==> config.mk <==
export PLATFORM = sky130hd
export DESIGN_NAME = rca64_accumulator_flat
export DESIGN_NICKNAME = d
export VERILOG_FILES = /design/src/rtl/rca64_pkg.sv /design/src/rtl/rca64_accumulator_if.sv /design/src/rtl/rca64_accumulator_rca.sv /design/src/rtl/rca64_accumulator.sv /design/src/flat_wrapper.sv
export SDC_FILE = /design/constraint.sdc
export NUM_CORES = 1
export LEC_CHECK = 0
export BUFFER_PORTS_ARGS = -buffer_cell sky130_fd_sc_hd__buf_2
export CAP_MARGIN = 10
export CORE_MARGIN = 3
export CORE_UTILIZATION = 40
export CTS_CLUSTER_SIZE = 40
export DETAILED_ROUTE_END_ITERATION = 7
export SYNTH_ARGS = -nofsm -noshare
export SYNTH_HDL_FRONTEND = slang
export SYNTH_SLANG_ARGS = --single-unit
==> constraint.sdc <==
create_clock -name clk -period 42 [get_ports clk]
set_input_delay 6.3 -clock clk [delete_from_list [all_inputs] [get_ports clk]]
set_output_delay 6.3 -clock clk [all_outputs]
set_load 0.03 [all_outputs]
==> src/rtl/rca64_pkg.sv <==
// Shared constants and types for the 64-bit ripple-carry accumulator.
package rca64_pkg;

   localparam int DATA_W = 64;

   typedef enum logic [1:0] {
      OP_ADD   = 2'b00,
      OP_SUB   = 2'b01,
      OP_LOAD  = 2'b10,
      OP_CLEAR = 2'b11
   } op_e;

   typedef enum logic {
      IDLE   = 1'b0,
      SETTLE = 1'b1
   } state_e;

   typedef struct packed {
      logic carry;
      logic overflow;
      logic zero;
      logic negative;
   } flags_t;

   // Flags for a value written directly (LOAD/CLEAR): no carry, no overflow.
   function automatic flags_t value_flags(input logic [DATA_W-1:0] v);
      flags_t f;
      f.carry    = 1'b0;
      f.overflow = 1'b0;
      f.zero     = (v == '0);
      f.negative = v[DATA_W-1];
      return f;
   endfunction

endpackage

==> src/rtl/rca64_accumulator_if.sv <==
// Operand/opcode handshake and result/status bus of the accumulator.
interface rca64_accumulator_if;
   import rca64_pkg::*;

   logic              in_valid;
   logic              in_ready;
   logic [1:0]        op;
   logic [DATA_W-1:0] operand;
   logic [DATA_W-1:0] acc;
   logic              out_valid;
   logic              carry;
   logic              overflow;
   logic              zero;
   logic              negative;
   logic              busy;

   modport master (
      output in_valid, op, operand,
      input  in_ready, acc, out_valid, carry, overflow, zero, negative, busy
   );

   modport slave (
      input  in_valid, op, operand,
      output in_ready, acc, out_valid, carry, overflow, zero, negative, busy
   );

endinterface

==> src/rtl/rca64_accumulator_rca.sv <==
// 64-bit ripple-carry adder: sum = a + b + c_in, carry propagating bit by bit.
module sixtyfourbitRCA
   import rca64_pkg::*;
(
   input  logic [DATA_W-1:0] a,
   input  logic [DATA_W-1:0] b,
   input  logic              c_in,
   output logic [DATA_W-1:0] sum,
   output logic              c_out
);

   // Chain of full adders; the running carry is a local so the chain stays a single comb process.
   always_comb begin
      logic cy;
      cy  = c_in;
      sum = '0;
      for (int i = 0; i < DATA_W; i++) begin
         sum[i] = a[i] ^ b[i] ^ cy;
         cy     = (a[i] & b[i]) | (cy & (a[i] ^ b[i]));
      end
      c_out = cy;
   end

endmodule

==> src/rtl/rca64_accumulator.sv <==
// Multicycle accumulator around the ripple-carry adder. ADD/SUB register the
// second operand, give the carry chain SETTLE_CYCLES cycles, then commit.
// LOAD/CLEAR commit at the accept edge. SETTLE_CYCLES legal range is 1..15.
module rca64_accumulator
   import rca64_pkg::*;
#(
   parameter int unsigned SETTLE_CYCLES = 2
)(
   input  logic                 clk,
   input  logic                 rst,
   rca64_accumulator_if.slave   bus
);

   localparam logic [3:0] CNT_INIT = 4'(SETTLE_CYCLES - 1);

   state_e            state_q, state_d;
   logic [3:0]        cnt_q, cnt_d;
   logic [DATA_W-1:0] acc_q, acc_d;
   logic [DATA_W-1:0] b_q, b_d;
   logic              cin_q, cin_d;
   flags_t            flags_q, flags_d;
   logic              out_valid_q, out_valid_d;

   logic [DATA_W-1:0] sum;
   logic              c_out;
   logic              accept;

   // Adder sees only registered inputs, stable for the whole SETTLE window.
   sixtyfourbitRCA u_rca (
      .a     (acc_q),
      .b     (b_q),
      .c_in  (cin_q),
      .sum   (sum),
      .c_out (c_out)
   );

   assign accept = bus.in_valid && (state_q == IDLE);

   // Next-state, datapath and flag update.
   always_comb begin
      state_d     = state_q;
      cnt_d       = cnt_q;
      acc_d       = acc_q;
      b_d         = b_q;
      cin_d       = cin_q;
      flags_d     = flags_q;
      out_valid_d = 1'b0;

      case (state_q)
         IDLE: begin
            if (accept) begin
               case (op_e'(bus.op))
                  OP_LOAD: begin
                     acc_d       = bus.operand;
                     flags_d     = value_flags(bus.operand);
                     out_valid_d = 1'b1;
                  end
                  OP_CLEAR: begin
                     acc_d       = '0;
                     flags_d     = value_flags('0);
                     out_valid_d = 1'b1;
                  end
                  OP_SUB: begin
                     // acc - x == acc + ~x + 1
                     b_d     = ~bus.operand;
                     cin_d   = 1'b1;
                     cnt_d   = CNT_INIT;
                     state_d = SETTLE;
                  end
                  default: begin
                     b_d     = bus.operand;
                     cin_d   = 1'b0;
                     cnt_d   = CNT_INIT;
                     state_d = SETTLE;
                  end
               endcase
            end
         end
         SETTLE: begin
            if (cnt_q != '0) begin
               cnt_d = cnt_q - 4'd1;
            end else begin
               acc_d            = sum;
               flags_d.carry    = c_out;
               flags_d.overflow = (acc_q[DATA_W-1] == b_q[DATA_W-1]) &&
                                  (sum[DATA_W-1] != acc_q[DATA_W-1]);
               flags_d.zero     = (sum == '0);
               flags_d.negative = sum[DATA_W-1];
               out_valid_d      = 1'b1;
               state_d          = IDLE;
            end
         end
         default: state_d = IDLE;
      endcase
   end

   // State and datapath registers; reset abandons any in-flight operation.
   always_ff @(posedge clk or posedge rst) begin
      if (rst) begin
         state_q     <= IDLE;
         cnt_q       <= '0;
         acc_q       <= '0;
         b_q         <= '0;
         cin_q       <= 1'b0;
         flags_q     <= '0;
         out_valid_q <= 1'b0;
      end else begin
         state_q     <= state_d;
         cnt_q       <= cnt_d;
         acc_q       <= acc_d;
         b_q         <= b_d;
         cin_q       <= cin_d;
         flags_q     <= flags_d;
         out_valid_q <= out_valid_d;
      end
   end

   assign bus.in_ready  = (state_q == IDLE);
   assign bus.busy      = (state_q == SETTLE);
   assign bus.acc       = acc_q;
   assign bus.out_valid = out_valid_q;
   assign bus.carry     = flags_q.carry;
   assign bus.overflow  = flags_q.overflow;
   assign bus.zero      = flags_q.zero;
   assign bus.negative  = flags_q.negative;

endmodule
==> src/flat_wrapper.sv <==
// flat-port wrapper written by rule: the top's interface ports become plain ports
module rca64_accumulator_flat import rca64_pkg::*;
#(
   parameter int unsigned SETTLE_CYCLES = 2
)
  (clk, rst, bus_in_valid, bus_op, bus_operand, bus_in_ready, bus_acc, bus_out_valid, bus_carry, bus_overflow, bus_zero, bus_negative, bus_busy);
  rca64_accumulator_if bus_i ();
  input  logic clk;
  input  logic rst;
  input wire logic [$bits(bus_i.in_valid)-1:0] bus_in_valid;
  input wire logic [$bits(bus_i.op)-1:0] bus_op;
  input wire logic [$bits(bus_i.operand)-1:0] bus_operand;
  output wire logic [$bits(bus_i.in_ready)-1:0] bus_in_ready;
  output wire logic [$bits(bus_i.acc)-1:0] bus_acc;
  output wire logic [$bits(bus_i.out_valid)-1:0] bus_out_valid;
  output wire logic [$bits(bus_i.carry)-1:0] bus_carry;
  output wire logic [$bits(bus_i.overflow)-1:0] bus_overflow;
  output wire logic [$bits(bus_i.zero)-1:0] bus_zero;
  output wire logic [$bits(bus_i.negative)-1:0] bus_negative;
  output wire logic [$bits(bus_i.busy)-1:0] bus_busy;
  assign bus_i.in_valid = bus_in_valid;
  assign bus_i.op = bus_op;
  assign bus_i.operand = bus_operand;
  assign bus_in_ready = bus_i.in_ready;
  assign bus_acc = bus_i.acc;
  assign bus_out_valid = bus_i.out_valid;
  assign bus_carry = bus_i.carry;
  assign bus_overflow = bus_i.overflow;
  assign bus_zero = bus_i.zero;
  assign bus_negative = bus_i.negative;
  assign bus_busy = bus_i.busy;
  rca64_accumulator #(.SETTLE_CYCLES(SETTLE_CYCLES)) u_core (.clk(clk), .rst(rst), .bus(bus_i));
endmodule
* After elaboration in Yosys (flattened, before gate mapping)
Index checks and enable logic that the tools add are counted.
** Operators by class
- Equal/unequal tests :: 10
- Reduce and logical (&&, ||, !) cells :: 9
- Add/subtract/negate cells :: 1
- Mux-type cells :: 22
- Bitwise logic cells :: 323
** Operators with widths (number)
- one-hot mux 64 bit (2 select lines) :: 3
- AND 1 bit :: 128
- zero test 64 bit :: 2
- two-way mux 64 bit :: 2
- bitwise XOR 1 bit :: 128
- inverter 64 bit :: 1
- OR 1 bit :: 64
- one-hot mux 4 bit (2 select lines) :: 3
- two-way mux 4 bit :: 5
- AND reduction 3 bit :: 3
- two-way mux 1 bit :: 6
- inequality test 2 bit (second input constant) :: 3
- one-hot mux 1 bit (2 select lines) :: 3
- equality test 2 bit (second input constant) :: 2
- nonzero test 4 bit :: 1
- subtractor 4 x 1 -> 4 bit (second input constant) :: 1
- inequality test 3 x 1 -> 1 bit (second input constant) :: 1
- equality test 2 x 1 -> 1 bit (second input constant) :: 1
- logical AND 1 bit :: 2
- inequality test 2 x 1 -> 1 bit (second input constant) :: 1
- inverter 1 bit :: 2
- OR reduction 2 bit :: 1
- equality test 1 bit :: 1
- inequality test 1 bit :: 1
** Storage, ports and cells
- Input port bits :: 69
- Flip-flop bits (word level) :: 139
- Output and inout port bits :: 71
- Logic and storage cells :: 375

* Longest topological paths before layout
- Depth in word-level cells :: 132
- Depth in mapped cells :: 73
- Mapped depth without buffers :: 73

* Modules after synthesis
A second synthesis with hierarchy kept.
** Second synthesis, totals
- Cells, all modules :: 727
- Area total of the unflattened synthesis :: 7662.3 um^2
** Modules (own cells, without submodules)
- rca64_accumulator :: cells an instance 653, instances 1, area each 6343.6 um^2, sequential area each 3453.3 um^2
- sixtyfourbitRCA :: cells an instance 74, instances 1, area each 1318.8 um^2, sequential area each 0.0 um^2

* Worst setup path before layout
OpenSTA, ideal clock, no wires.
- Path kind :: register -> register
- Start :: reg u_core.acc_q[0] (netlist: u_core.bus.acc[0])
- End :: reg u_core.flags_q (netlist bit u_core.bus.zero)
- Arrival time :: 27896 ps
- Setup slack :: 14035 ps
- Setup time :: 70 ps
- Data required time :: 41930 ps
- Path buffers :: 0
- Stages on the path, launching flop included :: 74
- Clock period less this slack :: 27965 ps
- Cells stage by stage :: dfrtp_1 -> inv_1 -> fa_1 -> inv_1 -> fa_1 -> fa_1 -> fa_1 -> fa_1 -> fa_1 -> fa_1 -> fa_1 -> fa_1 -> fa_1 -> fa_1 -> fa_1 -> fa_1 -> fa_1 -> fa_1 -> (+38 left out) -> fa_1 -> fa_1 -> fa_1 -> fa_1 -> fa_1 -> fa_1 -> fa_1 -> inv_1 -> fa_1 -> inv_1 -> fa_1 -> fa_1 -> fa_1 -> nor4_1 -> nand4_1 -> nor4_1 -> nand4_1 -> nand3_1
** Between the ends
- Longest elaborated chain between the ends :: 131
- Elaborated cells between the ends (all ways) :: 195
- Classes of those cells :: mux (2); bitwise (192); reduce/logical (1)
** Ends and longest elaborated chain
- start: declaration :: line rca64_accumulator.sv:18 : logic [DATA_W-1:0] acc_q, acc_d;
- start signal: assignment :: line rca64_accumulator.sv:102 : acc_q <= '0;
- start signal: assignment :: line rca64_accumulator.sv:110 : acc_q <= acc_d;
- bitwise XOR 1 bit :: line rca64_accumulator_rca.sv:18, rca64_accumulator_rca.sv:19
- AND 1 bit :: line rca64_accumulator_rca.sv:19 : cy = (a[i] & b[i]) | (cy & (a[i] ^ b[i]));
- OR 1 bit :: line rca64_accumulator_rca.sv:19
- AND 1 bit :: line rca64_accumulator_rca.sv:19
- OR 1 bit :: line rca64_accumulator_rca.sv:19
- AND 1 bit :: line rca64_accumulator_rca.sv:19
- OR 1 bit :: line rca64_accumulator_rca.sv:19
- AND 1 bit :: line rca64_accumulator_rca.sv:19
- (+115 left out)
- AND 1 bit :: line rca64_accumulator_rca.sv:19
- OR 1 bit :: line rca64_accumulator_rca.sv:19
- AND 1 bit :: line rca64_accumulator_rca.sv:19
- OR 1 bit :: line rca64_accumulator_rca.sv:19
- bitwise XOR 1 bit :: line rca64_accumulator_rca.sv:18 : sum[i] = a[i] ^ b[i] ^ cy;
- zero test 64 bit * :: line rca64_accumulator.sv:87 : flags_d.zero = (sum == '0);
- two-way mux 4 bit * :: line rca64_accumulator.sv:80 : if (cnt_q != '0) begin
- one-hot mux 4 bit (2 select lines) * :: line rca64_accumulator.sv:49 : case (state_q)
- end signal: assignment :: line rca64_accumulator.sv:113 : flags_q <= flags_d;
- end: declaration :: line rca64_accumulator.sv:21 : flags_t flags_q, flags_d;
Every way passes the cells marked *; elsewhere a longest branch is shown, timed or not. The select of a mux whose other input is x is not followed.
A chain may end at the register's enable or synchronous reset.

* Worst setup path in the final report
Ends and elaborated chain as after synthesis.

==> impl_results.md <==
- # rows: 50
- Pleak: 4.25 nW
- Routed WL per cell: 19.1 um
- Mux contribution to synthesized area: 0%
- DR top layer: met5
- Hold path cells: 2
- Number of synthesized register bits: 138
- Antenna-violating nets left: 0
- Hold Fails Final Rpt: 0
- Post-CTS Hold Buffers: 0
- Hold WC Path Type: flip-flop to flip-flop
- Post-synth EDFFs: 0
- Synth cell types: 32
- Worst stage delay on the critical path: 0.52 ns
- Setup violators final: 0
- Post-Route WL: 22500 um
- Worst Skew: ~0.0097 ns
- P&R area growth vs syn: 18.4%
- Main combinational cell family by area after synthesis: adder cells
- Worst VDD drop: roughly 0.042 mV
- Met2 routed WL: slightly above 10000 um
- CP max stage cell: fa_1
- Syn_nets: roughly 930
- Reg2reg end: u_core.bus.zero$_DFFE_PP0P_
- Syn Inst Count: 797
- Postcts setup bufs: 0
- Placed cells: 1148
- Yosys warning total: 0
- Mean Syn Cell Area: 9.97 um^2
- Ys async rst share: 100%
- Dpl hpwl: 15600 um
- Total negative slack: 0 ns
- Period utilization: 68.6%
- Syn Std Cell Area: 7950 um^2
- Post-synthesis sequential area ratio: 43.5%
- M1 WL: 10700 um
- Vias/cell: 5.31
- R2R depth: 73
- FF-to-FF Start: u_core.bus.acc[0]$_DFFE_PP0P_
- Placer congestion estimate: 0.806
- Hold Path Sink: u_core.bus.zero$_DFFE_PP0P_
- Routed met3 length: 1020 um
- CP Capture Type: flip-flop
- Clk slew on worst S/H paths: roughly 0.060 ns
- CTS H-tree lvls: 4
- Tot GR Track Use: 21.5%
- Worst EP required: 42.35 ns
- Maximum clock path buffer count: 2
- Die width: 147 um
- Largest net degree at the start of global routing: 92
- Final min period: 28.82 ns
- Worst-skew pair later-pin latency: around 0.42 ns
- Root Buffer: clkbuf_16
- Post-CTS resize count: 0
- Pins over their slew limit: 0
- Initial antenna violation count: 2
- Global-route wire length before repair: between 30000 and 40000 um
- Area share of fa/ha/maj cells after synthesis: 16.6%
- Routed via count: 6273
- DRC: 0
- Total Nets Final: 1043
- Final worst slack: 13.18 ns
- Post-Synth Simple-Gate Area: 16.2%
- Actual slew at the worst max-slew pin: 0.998 ns
- Pwr/cell area: 97.7 nW/um^2
- CP startpoint: u_core.bus.acc[0]$_DFFE_PP0P_
- Total Power: 0.919 mW
- TritonCTS clock tree: yes
- Fmax: 34.7 MHz
- Initial Util: 41.6%
- First-pass DRT Iterations: 5
- Signal arrival time at the worst endpoint: 29.17 ns
- Die Height: approximately 150 um
- IO buf count: approximately 140
- HP Start: u_core.bus.zero$_DFFE_PP0P_
- Reg2Reg Setup Slack: 13.18 ns
- Final Non-Filler Cells: approximately 1200
- CP Launch Type: flip-flop
- TritonCTS Buffers: 17
- Maxcap violations: 0
- Unrepaired setup endpoints after global routing: no
- Top_reg_cell synth: dfrtp_1
- Complex-gate fraction of the synthesized area: roughly an eighth
- Relative slew margins: 33.5%
- Fill count: 1799
- Share of post-route cells with drive strength above 1: between 20% and 30%
- GR Overflow Total: 0
- XOR/XNOR Fraction of Synth Area: 7.39%
- Die area: approximately 22000 um^2
- Initial DRC count: 472
- Status: completed
- Worst hold margin: 0.490 ns
- Ports: 140
- Critical path class: flip-flop to flip-flop
- Critical path fanouts, max: 3
- Core box area: 19100 um^2
- CTS sink count: 138
- Top cell by count, worst path: fa_1
- Pre-CTS setup slack: 13.08 ns
- Vias in the first global route: 6306
==> cell families (layout without fill, tap and decap cells) <==
| kind of cell | Yosys count | after routing |
|---|---|---|
| xor gates and xnor gates | 67 | 67 |
| buffers and inverters | 69 | 192 |
| other | 0 | 1 |
| adders and majority gates | 67 | 67 |
| AOI/OAI and AO/OA | 198 | 198 |
| DFF | 138 | 138 |
| and+or+nand+nor | 258 | 258 |
==> layout make-up <==
class / instances / area, um^2 / area share, %
antenna: 1 / 2.50 / 0.0266
tap: 260 / 325 / 3.46
timing repair buffer: 147 / 756 / 8.03
inverter: 13 / 53.8 / 0.572
clock inverter: 12 / 146 / 1.56
multi-input combinational: 590 / 4200 / 44.7
sequential: 138 / 3450 / 36.7
clock buffer: 20 / 467 / 4.96
==> state kept, by name, indices dropped and copies added, names as in the netlist <==
signal and count:
u_core.bus.overflow 1, u_core.bus.out_valid 1, u_core.bus.acc 64, u_core.cnt_q 4, u_core.bus.carry 1, u_core.bus.zero 1
u_core.cin_q 1, u_core.b_q 64, u_core.bus.busy 1
==> worst max-delay path: cells and delay by family (launching register included) <==
kind / cells / cell delay [ns]
buffers and inverters: 4 / 0.29
adders and majority gates: 64 / 27.06
and+or+nand+nor: 5 / 0.97
DFF: 1 / 0.38
==> where the power goes <==
| group | switching [mW] | internal [mW] |
|---|---|---|
| logic | 0.305 | 0.202 |
| registers | 0.0598 | 0.196 |
| clock network | 0.0586 | 0.0977 |
| total | 0.424 | 0.495 |
==> synthesized netlist by cell type, types with 3 or more instances <==
library cell / count / share of area [%]
dfrtp_1: 138 / 43
o21ai_1: 6 / 0.38
nor4b_1: 3 / 0.33
nand2_1: 72 / 3.4
buf_4: 4 / 0.38
xnor2_1: 65 / 7.2
nor4_1: 31 / 2.4
and3_1: 62 / 4.9
nand4_1: 7 / 0.55
buf_2: 22 / 1.4
fa_1: 64 / 16
a21oi_1: 126 / 7.9
nand2b_1: 3 / 0.24
clkbuf_1: 30 / 1.4
o21ai_0: 62 / 3.9
inv_1: 13 / 0.61
ha_1: 3 / 0.47
nor2_1: 69 / 3.3
==> routing by layer <==
layer / vias up / track usage [%]
met5: - / 0
met4: 2 / 6.15
met3: 26 / 3.76
met2: 173 / 33.2
met1: 3124 / 31.6
li1: 2948 / -
==> metrics by stage <==
stage          area, um^2  util (%)
2_1_floorplan        7950         -
3_3_place_gp         8790      46.1
3_5_place_dp         8790      46.1
4_1_cts              9410      49.3
5_1_grt              9410      49.3
6_report             9410      49.3
==> cells in the final DEF (no fill, tap or decap) <==
cell        instances
a31oi_1             2
dfrtp_1           137
bufinv_16           3
nor4_1             31
nor2_1             69
nand3_1             2
inv_6               1
or3_1               1
nand2_1            72
or4_2               1
ha_1                3
clkbuf_8            3
clkinvlp_4          3
o21ai_1             6
o21ai_0            62
nor3_1              1
clkbuf_16          17
a21oi_1           126
xor2_1              2
nor2_4              1
clkinv_2            5
nor3b_1             1
xnor2_1            65
nor3b_4             1
o2111ai_1           1
inv_1              12
buf_4               8
nor2b_2             1
diode_2             1
nand2b_1            3
dfrtp_2             1
and3b_1             1
nand4_1             7
fa_1               64
nor4b_1             3
and3_1             62
buf_2             139
and4bb_2            1
o41ai_1             1
clkinv_4            1
==> worst max-delay path by stage <==
stage	end	cells past startpoint
final	u_core.bus.zero$_DFFE_PP0P_	73
after global routing	u_core.bus.zero$_DFFE_PP0P_	73
after CTS	u_core.bus.zero$_DFFE_PP0P_	73
after detailed placement	u_core.bus.zero$_DFFE_PP0P_	73
after global placement	u_core.bus.zero$_DFFE_PP0P_	73
after floorplan	u_core.bus.zero$_DFFE_PP0P_	73
No activity file was read; power rests on OpenSTA's default activity.
